--- src/rtl/parity_check_rx.sv ---
// ---------------------------------------------------------------------------
// parity_check_rx
// Serial frame receiver with parity and stop-bit checking.
// Frame: start(0), DATA_W data bits LSB first, parity bit, stop(1).
// rx_in is looked at only on cycles where bit_en is high; all other cycles
// hold state, so the strobe rate sets the baud rate.
//
// Ports
//   clk         single clock, rising edge
//   rst_n       synchronous active-low reset
//   bit_en      bit-time strobe
//   rx_in       serial line, idle high
//   odd_even    parity mode (0 = even, 1 = odd), latched at the start bit
//   clr_cnt     synchronous clear of err_count (wins over an increment)
//   data_out    last received payload
//   data_valid  one-cycle pulse, one clk after the stop-bit strobe
//   parity_err  parity status of the frame flagged by data_valid
//   frame_err   stop-bit status of the frame flagged by data_valid
//   err_count   saturating count of frames with any error
//   busy        high whenever the FSM is not IDLE
//
// state  | meaning
// IDLE   | waiting for a start bit (rx_in = 0 on a strobe)
// DATA   | shifting in data bits, bit counter = next bit position
// PARITY | waiting for the parity bit strobe
// STOP   | waiting for the stop bit strobe, then report the frame
// ---------------------------------------------------------------------------
module parity_check_rx #(
  parameter int DATA_W    = 4,
  parameter int ERR_CNT_W = 8
) (
  input  logic                 clk,
  input  logic                 rst_n,
  input  logic                 bit_en,
  input  logic                 rx_in,
  input  logic                 odd_even,
  input  logic                 clr_cnt,
  output logic [DATA_W-1:0]    data_out,
  output logic                 data_valid,
  output logic                 parity_err,
  output logic                 frame_err,
  output logic [ERR_CNT_W-1:0] err_count,
  output logic                 busy
);

  localparam int CNT_W = (DATA_W > 1) ? $clog2(DATA_W) : 1;
  localparam logic [CNT_W-1:0] LAST_BIT = CNT_W'(DATA_W - 1);

  typedef enum logic [1:0] {
    IDLE   = 2'd0,
    DATA   = 2'd1,
    PARITY = 2'd2,
    STOP   = 2'd3
  } state_t;

  state_t                 state_q, state_d;
  logic [CNT_W-1:0]       bit_cnt_q, bit_cnt_d;
  logic [DATA_W-1:0]      shift_q, shift_d;
  logic                   mode_q, mode_d;
  logic                   par_bit_q, par_bit_d;
  logic [DATA_W-1:0]      data_out_q, data_out_d;
  logic                   valid_q, valid_d;
  logic                   perr_q, perr_d;
  logic                   ferr_q, ferr_d;
  logic [ERR_CNT_W-1:0]   err_cnt_q, err_cnt_d;
  logic                   frame_done;

  // Next-state and frame bookkeeping
  always_comb begin
    state_d    = state_q;
    bit_cnt_d  = bit_cnt_q;
    shift_d    = shift_q;
    mode_d     = mode_q;
    par_bit_d  = par_bit_q;
    data_out_d = data_out_q;
    valid_d    = 1'b0;
    perr_d     = perr_q;
    ferr_d     = ferr_q;
    frame_done = 1'b0;

    case (state_q)
      IDLE: begin
        if (bit_en && !rx_in) begin
          state_d   = DATA;
          bit_cnt_d = '0;
          shift_d   = '0;
          mode_d    = odd_even;
        end
      end
      DATA: begin
        if (bit_en) begin
          shift_d[bit_cnt_q] = rx_in;
          if (bit_cnt_q == LAST_BIT) begin
            state_d = PARITY;
          end else begin
            bit_cnt_d = bit_cnt_q + CNT_W'(1);
          end
        end
      end
      PARITY: begin
        if (bit_en) begin
          par_bit_d = rx_in;
          state_d   = STOP;
        end
      end
      STOP: begin
        if (bit_en) begin
          state_d    = IDLE;
          frame_done = 1'b1;
          valid_d    = 1'b1;
          data_out_d = shift_q;
          // Expected parity bit is XOR of data, inverted in odd mode.
          perr_d     = par_bit_q ^ (^shift_q) ^ mode_q;
          ferr_d     = ~rx_in;
        end
      end
      default: state_d = IDLE;
    endcase
  end

  // Error counter: one step per bad frame, saturating; clear wins.
  always_comb begin
    err_cnt_d = err_cnt_q;
    if (clr_cnt) begin
      err_cnt_d = '0;
    end else if (frame_done && (perr_d || ferr_d) && (err_cnt_q != '1)) begin
      err_cnt_d = err_cnt_q + ERR_CNT_W'(1);
    end
  end

  always_ff @(posedge clk) begin
    if (!rst_n) begin
      state_q    <= IDLE;
      bit_cnt_q  <= '0;
      shift_q    <= '0;
      mode_q     <= 1'b0;
      par_bit_q  <= 1'b0;
      data_out_q <= '0;
      valid_q    <= 1'b0;
      perr_q     <= 1'b0;
      ferr_q     <= 1'b0;
      err_cnt_q  <= '0;
    end else begin
      state_q    <= state_d;
      bit_cnt_q  <= bit_cnt_d;
      shift_q    <= shift_d;
      mode_q     <= mode_d;
      par_bit_q  <= par_bit_d;
      data_out_q <= data_out_d;
      valid_q    <= valid_d;
      perr_q     <= perr_d;
      ferr_q     <= ferr_d;
      err_cnt_q  <= err_cnt_d;
    end
  end

  assign data_out   = data_out_q;
  assign data_valid = valid_q;
  assign parity_err = perr_q;
  assign frame_err  = ferr_q;
  assign err_count  = err_cnt_q;
  assign busy       = (state_q != IDLE);

endmodule

--- config.mk ---
export PLATFORM = sky130hd
export DESIGN_NAME = parity_check_rx
export DESIGN_NICKNAME = d
export VERILOG_FILES = /design/src/rtl/parity_check_rx.sv
export SDC_FILE = /design/constraint.sdc
export NUM_CORES = 1
export LEC_CHECK = 0
export BUFFER_PORTS_ARGS = -buffer_cell sky130_fd_sc_hd__buf_4
export CAP_MARGIN = 5
export CORE_MARGIN = 3
export CORE_UTILIZATION = 40
export DETAILED_ROUTE_END_ITERATION = 10
export HOLD_SLACK_MARGIN = 0.1
export PLACE_DENSITY = 0.69
export SKIP_CTS_REPAIR_TIMING = 1
export SLEW_MARGIN = 20
export SYNTH_ARGS = -nofsm -noshare
export SYNTH_HDL_FRONTEND = slang
export SYNTH_SLANG_ARGS = --single-unit
--- constraint.sdc ---
create_clock -name clk -period 2.5 [get_ports clk]
set_input_delay 0.25 -clock clk [delete_from_list [all_inputs] [get_ports clk]]
set_output_delay 0.25 -clock clk [all_outputs]
set_load 0.005 [all_outputs]
==> metrics.md, run 1 <==
| Metric | Value |
|---|---|
| Initial antenna violation count | 0 |
| DRC | 0 |
| I/O pin count | 22 |
| Static Leak | 0.622 nW |
| Total global routing overflow | 0 |
| CTS Sinks | 25 |
| Avg Inst Size Synth | 8.93 sq um |
| Worst-path fanout max | 8 |
| Synth area leader | dfxtp_1 |
| Number of buffers created by CTS | 3 |
| Drt first pass iters | 4 |
| Relative slew slack | 62.4% |
| CP Class | reg -> reg |
| # setup viols final | 0 |
| Clock latency on the worst-skew pair | 0.31 ns |
| Worst setup endpoint | state_q[0] |
| Met1 global-route usage | 18.4% |
| Register area share after synthesis | 37.6% |
| Core area | 0.00310 sq mm |
| VDD IR-drop max | 0.000224 V |
| Max-cap violations | 0 |
| Yosys warns | 0 |
| Largest net degree at the start of global routing | 16 |
| Post-DP HPWL | 2080 um |
| Grt peak-use layer | met2 |
| Final Skew | 0.00806 ns |
| H-tree levels | 1 |
| Via count | 1081 |
| Die Height | 63.7 um |
| Drt via density | 5.03 |
| Status | complete, no violations |
| Setup TNS | 0 ns |
| Final setup margin | 0.459 ns |
| Port Buf Inserts | 21 |
| Final hold vios | 0 |
| Flop2flop setup slack | 0.46 ns |
| Minimum clock period | 2.04 ns |
| Global-route wire length before repair | 4750 um |
| Post-synth cell types | 25 |
| Starting Density | 42.9% |
| Initial DRC Count | 61 |
| Post-synthesis register bit count | 25 |
| Die footprint | 0.00405 sq mm |
| Vias in the first global route | 1058 |
| GR Util All Layers | 14.5% |
| Mapped Nets | 165 |
| CTS tree | done |
| Clock transition at path regs | 0.14 ns |
| Post-synthesis cell count | 149 |
| Routability congestion estimate | 0.770 |
| CP Launch Type | flop |
| Nets@finish | 188 |
| Worst R2R End | state_q[0] |
| Period Utilization, post-route | 81.6% |
| Die Width | 63.7 um |
| FP Rows | 20 |
| Met3 global-route usage | 2.32% |
| Mapped cell area | 0.00133 sq mm |
| Area growth syn-to-layout | 17.5% |
| PwrDens | 608 mW/mm^2 |
| Share of the synthesized area in the top cell type | 37.6% |
| Post-DRT Antenna Nets | 0 |
| Hold Path Class | in -> reg |
| WHS Path Cells | 3 |
| Max Slew Vio Count | 0 |
| CP Launch Point | state_q[0] |
| Max Fclk | 0.490 GHz |
| Grt met2 use | 25.3% |
| Worst setup EP type | flop |
| Top post-synthesis cells by area | dfxtp_1 (38%), mux2i_1 (11%), ha_1 (9.4%) |
| Slew at the pin closest to its max-slew limit | 0.563 ns |
| FF-to-FF Start | state_q[0] |
| Root buffer cell | clkbuf_4 |
| RSZ-0062 raised after global routing | no |
| WL per Instance | 12.3 um |
| # diodes | 0 |
| Final WL | 2640 um |
| Clock buffer depth | 2 |
| R2R depth | 6 |
| CP required | 2.73 ns |
| Layout cells sized above 1 | 18.7% |
| Place WS | 0.499 ns |
| Crit path DAT | 2.27 ns |
[layout make-up]
cell class,instances,area [sq um]
clock buffers,3,22.5
well taps,44,55.1
clock inverters,1,5.00
fillers,320,1540
inverters,7,26.3
repair buffers,22,165
flip-flops and latches,25,500
multi-input cells,113,788
[sequential cells by signal, indices dropped and copies added (netlist names)]
name / count
parity_err: 1
frame_err: 1
bit_cnt_q: 2
data_out: 4
mode_q: 1
shift_q: 4
data_valid: 1
par_bit_q: 1
err_count: 8
state_q: 2
[metal layers]
metal  up-vias  part of all wire (%)
met5         -                     0
met4         0                  0.80
met3         2                   3.0
met2        16                    50
met1       501                    46
li1        562                     -
[placed cells by master, fill, tap and decap left out, types with 5 or more instances in the layout]
cell	n
inv_1	7
nor2_1	11
ha_1	10
dfxtp_1	25
nand2_1	24
or3_1	7
a211oi_1	6
a21oi_1	8
nand3_1	9
mux2i_1	14
o21ai_0	5
buf_4	22
[critical path: stages (launching register included)]
cell       delay, ns
dfxtp_1         0.40
inv_1           0.10
ha_1            0.25
a21boi_1        0.49
a2bb2oi_1       0.36
nor2_1          0.09
a211oi_1        0.26
[power by group]
| part | switching [W] | total, W | internal (W) |
|---|---|---|---|
| registers | 0.0000238 | 0.000449 | 0.000425 |
| logic | 0.000186 | 0.000323 | 0.000137 |
| clock network | 0.000118 | 0.000178 | 0.0000597 |
[stage by stage]
step | cell area, sq um | hold slack (ns) | total power [W] | util [%] | std cells
2_1_floorplan | 1330 | 0.372 | 0.000694 | - | 149
3_3_place_gp | 1540 | 0.444 | 0.000760 | 49.5 | 211
6_report | 1560 | 0.157 | 0.000950 | 50.4 | 215
4_1_cts | 1560 | 0.156 | 0.000961 | 50.4 | 215
5_1_grt | 1560 | 0.151 | 0.00102 | 50.4 | 215
3_5_place_dp | 1540 | 0.450 | 0.000783 | 49.5 | 211
[cells by family (layout without fill, tap and decap cells)]
group	count (synthesis)	count (layout)	synth area share, %
muxes	14	14	10.5
xor gates and xnor gates	4	4	3.76
adders and majority gates	10	10	9.41
and+or+nand+nor	61	61	21.3
DFF	25	25	37.6
AOI/OAI and AO/OA	24	24	14.3
buffers and inverters	11	33	3.10
[how the worst min path moves through the flow]
stage / from / end
detailed placement: data_out[2] / data_out[2]
finish: odd_even / mode_q
global route: rst_n / frame_err
global placement: data_out[3] / data_out[3]
floorplan: rst_n / frame_err
CTS: odd_even / mode_q
[cell usage after synthesis]
master and count:
xnor3_2 1, and2_1 3, a211oi_1 6, a21oi_1 8
clkbuf_1 4, nand2_1 24, ha_1 10, inv_1 7
nand3_1 9, a2bb2oi_1 1, xor2_1 1, o21ai_2 1
or3_1 7, mux2i_1 14, xnor2_1 2, nand3b_1 1
or2_2 2, nor2_1 11, dfxtp_1 25, nor3_1 1
nor2b_1 1, o21ai_0 5, a21boi_1 1, a2111oi_4 2
nand4_1 2
No activity file was read; power rests on OpenSTA's default activity.
==> inputs of run 2 (changes only) <==
--- a/config.mk
+++ b/config.mk
@@ -5,13 +5,14 @@
 export SDC_FILE = /design/constraint.sdc
 export NUM_CORES = 1
 export LEC_CHECK = 0
+export ABC_AREA = 1
 export BUFFER_PORTS_ARGS = -buffer_cell sky130_fd_sc_hd__buf_4
 export CAP_MARGIN = 5
 export CORE_MARGIN = 3
 export CORE_UTILIZATION = 40
 export DETAILED_ROUTE_END_ITERATION = 10
 export HOLD_SLACK_MARGIN = 0.1
-export PLACE_DENSITY = 0.69
+export PLACE_DENSITY = 0.71
 export SKIP_CTS_REPAIR_TIMING = 1
 export SLEW_MARGIN = 20
 export SYNTH_ARGS = -nofsm -noshare
==> constraint.sdc (replaced) <==
create_clock -name clk -period 1.74 [get_ports clk]
set_input_delay 0.174 -clock clk [delete_from_list [all_inputs] [get_ports clk]]
set_output_delay 0.174 -clock clk [all_outputs]
set_load 0.005 [all_outputs]
==> run 2 against run 1 <==
Net effect:
- final cell count is 18% higher
- die area grew 4.6%
- largest power group unchanged
- sequential share of layout area decreased by 1.1 points
- worst setup slack lost 0.31 ns
==> metrics.md, run 2 <==
| Metric | Value |
|---|---|
| # diodes | 0 |
| Initial DRC Count | 42 |
| Mapped cell area | 0.00140 sq mm |
| Vias in the first global route | 1081 |
| Hold slack final | 0.121 ns |
| Final WL | 2740 um |
| Post-DP HPWL | 2150 um |
| Initial antenna violation count | 0 |
| Starting Density | 43.6% |
| Register area share after synthesis | 35.8% |
| Final Skew | 0.00423 ns |
| Global-route wire length before repair | 4790 um |
| Minimum clock period | 1.59 ns |
| H-tree levels | 1 |
| FP Rows | 20 |
| Yosys warns | 0 |
| Mapped Nets | 203 |
| Grt peak-use layer | met2 |
| CTS tree | done |
| Avg Inst Size Synth | 7.47 sq um |
| Post-synth cell types | 27 |
| Die Width | 65.1 um |
| CP Class | reg -> reg |
| Die footprint | 0.00424 sq mm |
| Static Leak | 0.707 nW |
| Crit path DAT | 1.85 ns |
| Max Slew Vio Count | 0 |
| Post-synthesis register bit count | 25 |
| Met3 global-route usage | 2.56% |
| Met1 global-route usage | 19.0% |
| WL per Instance | 10.8 um |
| Drt first pass iters | 4 |
| Synth async-reset ratio | 0% |
| Worst setup endpoint | bit_cnt_q[1] |
| Post-synth EDFFs | 0 |
| CP required | 2.00 ns |
| Die Height | 65.1 um |
| Worst setup EP type | flop |
| CTS Sinks | 25 |
| Slew at the pin closest to its max-slew limit | 0.298 ns |
| GR Util All Layers | 14.2% |
| Worst-path fanout max | 8 |
| Core area | 0.00320 sq mm |
| CP Launch Point | state_q[0] |
| Layout cells sized above 1 | 19.5% |
| Hold Path Class | in -> reg |
| Clock transition at path regs | 0.14 ns |
| Commonest non-fill, non-tap cell in the layout | nand2_1 |
| I/O pin count | 22 |
| Setup TNS | 0 ns |
| Number of buffers created by CTS | 3 |
| Status | complete, no violations |
| DRC | 0 |
| Area growth syn-to-layout | 15.9% |
| Post-DRT Antenna Nets | 0 |
| Total global routing overflow | 0 |
| Most frequent cells in the layout | nand2_1 (30), dfxtp_1 (25), inv_1 (22) |
| R2R depth | 7 |
| Post-synthesis cell count | 187 |
| CP Launch Type | flop |
| Worst R2R End | bit_cnt_q[1] |
| Finished Core Util | 50.6% |
| Flop2flop setup slack | 0.15 ns |
| Nets@finish | 227 |
| Most frequent cell after synthesis | nand2_1 |
| Clock buffer depth | 2 |
| VDD IR-drop max | 0.000648 V |
| Max Fclk | 0.628 GHz |
| Via count | 1232 |
| RSZ-0062 raised after global routing | no |
| Largest register FFs | 8 |
| Routability congestion estimate | 0.889 |
| Grt met2 use | 22.6% |
| Port Buf Inserts | 21 |
| Drt via density | 4.85 |
| Share of the synthesized area in the top cell type | 35.8% |
| PwrDens | 905 mW/mm^2 |
| Post-synth top cells | nand2_1 (30), dfxtp_1 (25), inv_1 (22) |
| Clock latency on the worst-skew pair | 0.31 ns |
| Top post-synthesis cells by area | dfxtp_1 (36%), ha_1 (9.0%), nand2_1 (8.1%) |
| Relative slew slack | 80.1% |
| Period Utilization, post-route | 91.4% |
| Ys flop type | dfxtp_1 |
| # setup viols final | 0 |
| Final hold vios | 0 |
| Largest net degree at the start of global routing | 14 |
| Synth area leader | dfxtp_1 |
| FF-to-FF Start | state_q[0] |
| Root buffer cell | clkbuf_4 |
| Max-cap violations | 0 |
## run 2: cell count changes after synthesis, moves of 4 or more
cell	delta
inv_2	+4
nor2_1	+8
o21ai_0	+6
mux2i_1	-14
nand2_1	+6
inv_1	+15
a21oi_1	+10
or3_1	-7
clkbuf_1	-4
nand2_2	+4
nand3_1	+6
## run 2: cell type report
| cell class | count | area [sq um] |
|---|---|---|
| Clock buffer | 4 | 26.3 |
| Fill cell | 350 | 1580 |
| Inverter | 26 | 97.6 |
| Multi-Input combinational cell | 134 | 783 |
| Sequential cell | 25 | 500 |
| Tap cell | 44 | 55.1 |
| Timing Repair Buffer | 21 | 158 |
## run 2: where the power goes
| group | total (W) | leakage [nW] | switching [W] | internal, W |
|---|---|---|---|---|
| combinational | 0.000546 | 0.489 | 0.000341 | 0.000205 |
| sequential | 0.000662 | 0.202 | 0.0000378 | 0.000625 |
| clock | 0.000259 | 0.0150 | 0.000169 | 0.0000895 |
## run 2: kinds of logic (layout without fill, tap and decap cells)
family,Yosys count,after routing,share of synthesized area (%)
AND/OR/NAND/NOR,81,81,28.0
AO/OA/AOI/OAI,38,38,15.9
buffers and inverters,28,51,8.15
flip-flops,25,25,35.8
adder cells (fa/ha/maj),10,10,8.95
XOR/XNOR,5,5,3.13
## run 2: how the worst min path moves through the flow
stage | startpoint | end | slack (ns) | cells after the start
after global placement | odd_even | mode_q | 0.45 | 3
after CTS | clr_cnt | err_count[0] | 0.11 | 4
final | clr_cnt | err_count[0] | 0.12 | 4
after detailed placement | clr_cnt | err_count[0] | 0.46 | 4
after global routing | clr_cnt | err_count[1] | 0.11 | 4
after floorplan | rst_n | data_out[0] | 0.31 | 2
## run 2: worst max-delay path, stage by stage (launching register included)
cell	delay (ns)
dfxtp_1	0.38
inv_1	0.10
ha_1	0.28
a21oi_2	0.21
o21ai_2	0.13
nor3_1	0.23
nand2_1	0.08
a21oi_1	0.12
## run 2: metal layers
metal / part of all wire [%] / vias to the layer above
li1: - / 658
met1: 50 / 550
met2: 45 / 22
met3: 4.0 / 2
met4: 0.77 / 0
met5: 0 / -
## run 2: metrics by stage
stage          worst slack [ns]  instances  instance area, sq um  power (W)
2_1_floorplan             0.348        187                  1400    0.00109
3_3_place_gp              0.233        250                  1590    0.00122
3_5_place_dp              0.181        250                  1590    0.00122
4_1_cts                   0.143        254                  1620    0.00149
5_1_grt               0.0000191        254                  1620    0.00161
6_report                  0.149        254                  1620    0.00147
==> inputs of run 3 (changes only) <==
--- a/config.mk
+++ b/config.mk
@@ -7,12 +7,12 @@
 export LEC_CHECK = 0
 export ABC_AREA = 1
 export BUFFER_PORTS_ARGS = -buffer_cell sky130_fd_sc_hd__buf_4
-export CAP_MARGIN = 5
 export CORE_MARGIN = 3
 export CORE_UTILIZATION = 40
 export DETAILED_ROUTE_END_ITERATION = 10
 export HOLD_SLACK_MARGIN = 0.1
 export PLACE_DENSITY = 0.71
+export RECOVER_POWER = 100
 export SKIP_CTS_REPAIR_TIMING = 1
 export SLEW_MARGIN = 20
 export SYNTH_ARGS = -nofsm -noshare
==> run 3 against run 2 <==
Net effect:
- sequential power barely moved
- global-route usage did not move
- cell area fell by 0.15%
- fmax rose by 1.6%
- utilization fell by 0.078 points
- highest routed layer unchanged
- sequential share of layout area barely moved
- power fell by 0.16%
- final cell count did not move
- non-clock buffer count did not move
- die area did not move
- clock power barely moved
==> metrics.md, run 3 (synthesis results as in run 2) <==
| Metric | Value |
|---|---|
| CTS Sinks | 25 |
| Max Slew Vio Count | 0 |
| Worst path max stage delay | 0.38 ns |
| CP max-delay cell | dfxtp_1 |
| Setup TNS | 0 ns |
| Final hold vios | 0 |
| Post-Place Cells | 250 |
| Minimum clock period | 1.57 ns |
| Final WL | 2750 um |
| Hold slack final | 0.121 ns |
| Core area | 0.00320 sq mm |
| Die Height | 65.1 um |
| I/O pin count | 22 |
| Max Fclk | 0.638 GHz |
| Internal | 0.000916 W |
| Layout cells sized above 1 | 18.6% |
| GR Util All Layers | 14.2% |
| Number of buffers created by CTS | 3 |
| Most frequent cells in the layout | nand2_1 (31), dfxtp_1 (25), inv_1 (23) |
| Fill cells | 350 |
| Static Leak | 0.699 nW |
| Period Utilization, post-route | 90.0% |
| FP Rows | 20 |
| # diodes | 0 |
| Clock transition at path regs | 0.14 ns |
| Status | complete, no violations |
| Layout Cells excl Fill | 254 |
| Starting Density | 43.6% |
| Crit path DAT | 1.83 ns |
| Nets@finish | 227 |
| Post-DRT Antenna Nets | 0 |
| Die Width | 65.1 um |
| # setup viols final | 0 |
| WL per Instance | 10.8 um |
| Worst path cell trace | inv_1 > ha_1 > a21oi_2 > o21ai_2 > nor3_1 > nand2_1 > a21oi_1 |
| Clock latency on the worst-skew pair | 0.31 ns |
| Flop2flop setup slack | 0.17 ns |
| Reg power frac | 45.2% |
| Relative slew slack | 80.1% |
| Drt via density | 4.88 |
| CP Launch Type | flop |
| Root buffer cell | clkbuf_4 |
| Global-route wire length before repair | 4790 um |
| Die footprint | 0.00424 sq mm |
| Largest net degree at the start of global routing | 14 |
| RSZ-0062 raised after global routing | no |
| Final setup margin | 0.173 ns |
| Area growth syn-to-layout | 15.8% |
| Total global routing overflow | 0 |
| Hold Path Class | in -> reg |
| Post-DP HPWL | 2150 um |
| Drt first pass iters | 4 |
| VDD IR-drop max | 0.000649 V |
| PwrDens | 905 mW/mm^2 |
| Vias in the first global route | 1081 |
| Slew at the pin closest to its max-slew limit | 0.298 ns |
| Via count | 1239 |
| Initial DRC Count | 41 |
| Worst setup EP type | flop |
| Port Buf Inserts | 21 |
| Logic pwr share | 37.1% |
| CTS tree | done |
| DRC | 0 |
| Worst-path fanout max | 8 |
| Routability congestion estimate | 0.889 |
| CP required | 2.00 ns |
| Largest register FFs | 8 |
| Initial antenna violation count | 0 |
| Switching share of power | 37.5% |
| Switch Pwr | 0.000549 W |
| CP Class | reg -> reg |
| Place WS | 0.181 ns |
| H-tree levels | 1 |
| Clk pwr share | 17.7% |
| Commonest non-fill, non-tap cell in the layout | nand2_1 |
| Clock buffer depth | 2 |
| Total power | 0.00146 W |
| Final Skew | 0.00396 ns |
| Max-cap violations | 0 |
-- run 3: routing by layer --
| metal | track usage [%] | wire [um] |
|---|---|---|
| met1 | 19.0 | 1400 |
| met2 | 22.6 | 1240 |
| met3 | 2.56 | 93 |
| met4 | 5.44 | 21 |
| met5 | 0 | 0 |
-- run 3: worst max-delay path, delay by kind of cell, from the launching register on --
family,cells,cell delay [ns]
buffers and inverters,1,0.10
AOI/OAI and AO/OA,3,0.46
and+or+nand+nor,2,0.29
adders and majority gates,1,0.28
DFF,1,0.38
-- run 3: final timing paths --
check,startpoint,endpoint,depth (start not counted)
max reg2reg,state_q[0],bit_cnt_q[1],7
min reg2reg,frame_err,frame_err,2
min,clr_cnt,err_count[0],4
max,state_q[0],bit_cnt_q[1],7
-- run 3: power by group through the flow --
stage / registers [W] / clock network, W / logic, W
after floorplan: 0.000669 / 0 / 0.000418
after global placement: 0.000673 / 0 / 0.000543
after detailed placement: 0.000676 / 0 / 0.000549
after CTS: 0.000663 / 0.000274 / 0.000551
after global routing: 0.000669 / 0.000304 / 0.000627
final: 0.000662 / 0.000259 / 0.000543
-- run 3: cell type report --
cell class | instances | area, sq um | share of cell area, %
repair buffers | 21 | 158 | 9.74
flip-flops and latches | 25 | 500 | 30.9
inverters | 26 | 97.6 | 6.03
well taps | 44 | 55.1 | 3.40
multi-input cells | 134 | 781 | 48.3
clock buffers | 4 | 26.3 | 1.62
-- run 3: stage by stage --
stage	utilization [%]	cell area (sq um)
after floorplan	-	1400
after global placement	49.8	1590
after detailed placement	49.8	1590
after CTS	50.6	1620
after global routing	50.5	1620
final	50.5	1620
